**config.mk**
```make
export PLATFORM = sky130hd
export DESIGN_NAME = pc_sel_ctrl
export DESIGN_NICKNAME = d
export VERILOG_FILES = /design/src/rtl/pc_sel_ctrl.sv
export SDC_FILE = /design/constraint.sdc
export NUM_CORES = 1
export LEC_CHECK = 0
export CAP_MARGIN = 20
export CORE_UTILIZATION = 38
export DETAILED_ROUTE_END_ITERATION = 10
export PLACE_DENSITY = 0.7
export SKIP_CTS_REPAIR_TIMING = 1
export SLEW_MARGIN = 30
export SYNTH_ARGS = -nofsm -noshare
export SYNTH_HDL_FRONTEND = slang
export SYNTH_SLANG_ARGS = --single-unit
```
**constraint.sdc**
```tcl
create_clock -name clk -period 3 [get_ports clk]
set_clock_uncertainty 0.05 [all_clocks]
set_input_delay 0.45 -clock clk [delete_from_list [all_inputs] [get_ports clk]]
set_output_delay 0.45 -clock clk [all_outputs]
set_load 0.01 [all_outputs]
```
**src/rtl/pc_sel_ctrl.sv**
```systemverilog
// Fetch-stage next-PC controller: owns the PC, drives the next-PC mux select and
// buffers a redirect that arrives while fetch is stalled. Optional: PC_ALIGN_CHECK_EN.
module pc_sel_ctrl #(
   parameter logic [31:0] RESET_PC = 32'h0000_3000,
   parameter logic [31:0] EXC_VEC  = 32'h0000_4180
) (
   input  logic        clk,
   input  logic        reset,
   input  logic        stall,
   input  logic        br_taken,
   input  logic        is_j,
   input  logic        is_jr,
   input  logic [31:0] npc_in,
   output logic [31:0] pc,
   output logic [31:0] pc_plus4,
   output logic [1:0]  pc_op,
`ifdef PC_ALIGN_CHECK_EN
   output logic        adel,
`endif
   output logic        redirect_pend
);

   typedef enum logic [0:0] {
      RUN  = 1'b0,
      PEND = 1'b1
   } state_t;

   state_t      state_q, state_d;
   logic [31:0] pc_q, pc_d;
   logic [31:0] tgt_q, tgt_d;
   logic [1:0]  op_q, op_d;
   logic [1:0]  req_op;
   logic [1:0]  op_sel;
   logic        load;
   logic [31:0] load_val;
   logic        misaligned;

   // Fixed priority: jr over j over taken branch.
   always_comb begin
      if (is_jr)         req_op = 2'b11;
      else if (is_j)     req_op = 2'b10;
      else if (br_taken) req_op = 2'b01;
      else               req_op = 2'b00;
   end

   always_comb begin
      state_d    = state_q;
      tgt_d      = tgt_q;
      op_d       = op_q;
      op_sel     = req_op;
      load       = 1'b0;
      load_val   = npc_in;
      misaligned = 1'b0;
      pc_d       = pc_q;
      case (state_q)
         RUN: begin
            if (!stall) begin
               load = 1'b1;
            end else if (req_op != 2'b00) begin
               tgt_d   = npc_in;
               op_d    = req_op;
               state_d = PEND;
            end
         end
         PEND: begin
            op_sel = op_q;
            if (!stall) begin
               load     = 1'b1;
               load_val = tgt_q;
               state_d  = RUN;
            end
         end
         default: state_d = RUN;
      endcase
      if (load) begin
`ifdef PC_ALIGN_CHECK_EN
         misaligned = (load_val[1:0] != 2'b00);
         pc_d       = misaligned ? EXC_VEC : load_val;
`else
         pc_d       = load_val;
`endif
      end
   end

   always_ff @(posedge clk or posedge reset) begin
      if (reset) begin
         state_q <= RUN;
         pc_q    <= RESET_PC;
         tgt_q   <= '0;
         op_q    <= '0;
      end else begin
         state_q <= state_d;
         pc_q    <= pc_d;
         tgt_q   <= tgt_d;
         op_q    <= op_d;
      end
   end

`ifdef PC_ALIGN_CHECK_EN
   always_ff @(posedge clk or posedge reset) begin
      if (reset) adel <= 1'b0;
      else       adel <= misaligned;
   end
`endif

   assign pc            = pc_q;
   assign pc_plus4      = pc_q + 32'd4;
   // The select must read 00 for the whole reset assertion, not just after the edge.
   assign pc_op         = reset ? 2'b00 : op_sel;
   assign redirect_pend = (state_q == PEND);

endmodule
```
## Word-level counts from Yosys, hierarchy flattened

Cells that the tools add are included.

- Logic and storage cells: 19
- Bits in registers: 67

- Bitwise operators: 1
- Reduce and logical (&&, ||, !) cells: 2
- Muxes and demuxes: 11
- Add/subtract/negate cells: 1

Operator list:

| operator | count |
|---|---|
| $mux 32 | 2 |
| $add 32x3->32 const B | 1 |
| $mux 2 | 4 |
| $mux 1 | 4 |
| $reduce_and 3->1 | 1 |
| $pmux 1 s2 | 1 |
| $reduce_bool 2->1 | 1 |
| $not 1->1 | 1 |

## Logic depth before layout (Yosys ltp)

- Depth after elaboration: 7
- Gate-level depth with buffers: 6
- Mapped depth without buffers: 5

## Worst setup path before layout

Ideal clock, no wire load.

- Path kind: register to output
- Start: reg pc_q[12], in the netlist pc[12]
- End: out pc_plus4[22]
- Stages on the path, launching flop included: 5
- Path slack: 0.956 ns
- Arrival: 1.544 ns
- Buffers on the path: 0
- Cells stage by stage: dfstp_2 > nand4_1 > nor4_2 > nand4_1 > xnor2_1

- Longest elaborated chain between the ends: 1

Ends and longest elaborated chain:

| item | RTL line | RTL |
|---|---|---|
| start, declared | 29 | `logic [31:0] pc_q, pc_d;` |
| start signal, assigned | 93 | `pc_q <= pc_d;` |
| $add 32x3->32 | 107 | `assign pc_plus4 = pc_q + 32'd4;` |
| end, declared | 15 | `output logic [31:0] pc_plus4,` |

No other way between the ends.

## Worst setup path in the final report

- Start: reg pc_q[4], in the netlist pc[4]
- End: out pc_plus4[31]

Same word-level chain as after synthesis.

==> implementation parameters <==
Parameter                              Value

Synthesis
  Cells after synthesis ... 316
  Post-synth cell types ... 34
  Mean post-synth cell area ... 11.0 µm²
  Synthesized flop and latch total ... 67
  Seq/Total Area, Yosys ... between 40% and 50%
  Post-synth design cell area ... 0.00348 mm²
  Number of warnings reported in the yosys synthesis log ... 0
  Net count after synthesis ... around 360

Power
  Combinational power share ... 26.5%
  Share of total power in the clock network ... just under 30%
  Design internal power ... 1.93 mW
  Areal power density over the cells ... 555 mW/mm²
  Sw Pwr ... about 0.81 mW
  Sequential group share of total power ... 44.5%
  IR drop worst, VDD ... 213 µV
  Sw Share ... 29.5%
  Total power ... roughly 2.7 mW
  Lkg Pwr ... 2.05 nW

Worst hold path
  Worst hold path type ... reg2reg

STA
  Final count of hold timing violations ... 0
  Clock period minus worst slack ... 2.90 ns
  Transition time at the pin with the least slew margin ... 0.590 ns
  Finish-stage setup viols ... 0
  Final slew viol count ... 0
  Share of the cycle needed by the critical path after routing ... roughly 97%
  Relative slew slack ... 60.6%
  Highest clock frequency the design can meet ... between 300 and 400 MHz
  Smallest setup slack after layout ... 0.0990 ns

Drt
  Post-detailed-route via-to-cell ratio ... 5.16
  Number of nets with antenna violations after detailed routing ... 0
  Remaining routing DRC violations ... 16
  First drt pass iteration count ... 7
  Total Wirelength ... ~9000 µm
  DRC violation total after the first TritonRoute iteration ... 150
  Total via count after detailed routing ... 2,768
  Final routed wire length divided by cell count ... 16.8 µm

Die
  Chip width ... slightly below 100 µm
  Site row count ... 34
  Initial Utilization ... approximately two fifths
  Number of top-level pins ... 105
  Core area ... 0.00881 mm²
  Die ar. ... 0.00955 mm²
  Die span in y ... 97.7 µm

Critical path
  Type of element capturing the critical path ... output pin
  Start of the worst register-to-register path ... redirect_pend
  Worst R2R Setup Slack ... 0.91 ns
  WP data required ... 2.50 ns
  Worst Path Arrival ... 2.40 ns
  Category of the critical setup timing path ... reg2out
  Crit start category ... register
  Largest driver fanout on the critical path ... 8
  Last element of the critical path ... pc_plus4[31]
  Launch point of the worst path ... pc[4]
  Reg-to-reg critical path endpoint ... tgt_q[3]
  Worst-case reg-to-reg path depth ... 4

Layout
  Most common library cell in the layout ignoring fill and taps ... sky130_fd_sc_hd__clkdlybuf4s50_1
  Total non-filler cell area in the finished layout ... 0.00494 mm²
  Area Overhead vs Synth ... 41.8%
  Layout cell share with drive strength beyond 1 ... 20.1%
  Layout Nets ... 462
  Area of combinational cells with multiple inputs ... 0.00178 mm²
  Total inserted antenna cells ... 0
  Storage cell area ... 0.00169 mm²
  Fill cell count ... 741
  Highest-count cells in the layout ignoring fill and taps ... sky130_fd_sc_hd__clkdlybuf4s50_1, sky130_fd_sc_hd__dfrtp_1, sky130_fd_sc_hd__nand2_1

Global routing
  Largest net degree at the start of global routing ... 66
  Total global routing track utilization ... between 10% and 20%
  Overall overflow remaining after global route ... 0
  Antenna violations before repair ... 0
  Number of global-route vias before repair ... roughly 2,700
  First-pass GRT wire length ... roughly 15,000 µm

Place
  Post-placement cell area ... roughly 0.0046 mm²
  DP Worst Slack ... 0.358 ns
  Gp weighted congestion ... roughly 0.76
  Count of input and output buffers ... ~100
  Half-perimeter wire length of the detailed placement result ... roughly 6300 µm

CTS
  TritonCTS clock tree ... built
  CTS Buf Count ... 9
  Clock network latency to the later pin of the worst-skew pair ... 0.35 ns
  Maximum level of the CTS H-tree ... 3
  Buffers from clock root to sink, at most ... 2
  Clock Pin Slew Worst Setup and Hold Paths ... 0.07 ns
  Clock root buffer ... sky130_fd_sc_hd__clkbuf_8
  Clock sink total ... 67

Outcome
  Result of the run ... complete, but fails checks
  Violated checks ... DRC

Run
  Total of max-cap violations ... 0
worst max-delay path: stages (launching register included):
cell and delay [ns]:
sky130_fd_sc_hd__dfrtp_1 0.48, sky130_fd_sc_hd__and4_2 0.38, sky130_fd_sc_hd__nand4_4 0.16, sky130_fd_sc_hd__nor4_4 0.32, sky130_fd_sc_hd__xor2_1 0.17, sky130_fd_sc_hd__clkdlybuf4s50_1 0.55
layer usage:
metal | vias to the layer above | GRT usage (%) | part of all wire [%]
met5 | - | 0 | 0
met3 | 11 | 4.17 | 5.7
met1 | 1351 | 26.8 | 44
met4 | 0 | 7.69 | 1.4
met2 | 71 | 30.6 | 49
li1 | 1335 | - | -
sequential cells by signal (all words and copies together) (netlist names):
signal,count
redirect_pend,1
pc,32
op_q,2
tgt_q,32
stage by stage:
| stage | instances | utilization [%] | hold WS (ns) | TNS [ns] |
|---|---|---|---|---|
| 2_1_floorplan | 316 | - | 0.387 | 0 |
| 3_3_place_gp | 517 | 52.5 | 0.406 | 0 |
| 3_5_place_dp | 517 | 52.5 | 0.413 | 0 |
| 4_1_cts | 533 | 54.9 | 0.429 | -0.0880 |
| 5_1_grt | 536 | 56.1 | 0.467 | -0.00827 |
| 6_report | 536 | 56.1 | 0.431 | 0 |
final cells by class:
class	instances	share of cell area, %
clock inverter	4	0.963
timing repair buffer	113	22.4
tap	108	2.74
sequential	67	34.2
inverter	5	0.380
multi-input combinational	227	36.0
clock buffer	12	3.35
power groups by stage:
stage / Clock (mW) / Sequential (mW) / Combinational [mW]
finish: 0.796 / 1.22 / 0.726
CTS: 0.811 / 1.21 / 0.726
detailed placement: 0 / 1.22 / 0.724
floorplan: 0 / 1.21 / 0.324
global route: 0.846 / 1.24 / 0.781
global placement: 0 / 1.22 / 0.711
logic make-up (layout without fill, tap and decap cells):
family / count (synthesis) / count (layout) / share of synthesized area [%]
AOI/OAI and AO/OA: 39 / 39 / 6.11
and+or+nand+nor: 95 / 95 / 15.9
muxes: 64 / 64 / 19.5
xor gates and xnor gates: 28 / 28 / 7.04
adders and majority gates: 1 / 1 / 0.359
buffers and inverters: 22 / 134 / 2.84
DFF: 67 / 67 / 48.2
worst min path at each step:
stage	startpoint	endpoint	cells past startpoint
finish	op_q[1]	op_q[1]	2
global route	tgt_q[1]	tgt_q[1]	1
floorplan	op_q[1]	op_q[1]	2
detailed placement	op_q[1]	op_q[1]	2
global placement	op_q[1]	op_q[1]	2
CTS	op_q[1]	op_q[1]	2
cells in the mapped netlist (all sizes together):
cell type	number	area (µm²)
clkbuf	8	30.0
mux2	32	360
ha	1	12.5
a21oi	2	10.0
dfrtp	65	1630
mux2i	32	320
nor2	8	30.0
or2	1	8.76
dfstp	2	52.6
xor2	7	61.3
o22a	1	8.76
o21ai	33	165
and3	2	12.5
and2b	1	7.51
xnor2	21	184
nor3	4	25.0
nand2b	2	12.5
and4	4	38.8
nand3	13	65.1
o41a	1	11.3
inv	5	18.8
nor4	6	83.8
buf	9	50.0
a221oi	1	8.76
nand2	41	154
o31a	1	8.76
nand4	13	115
Power figures use the tool's default switching activity.
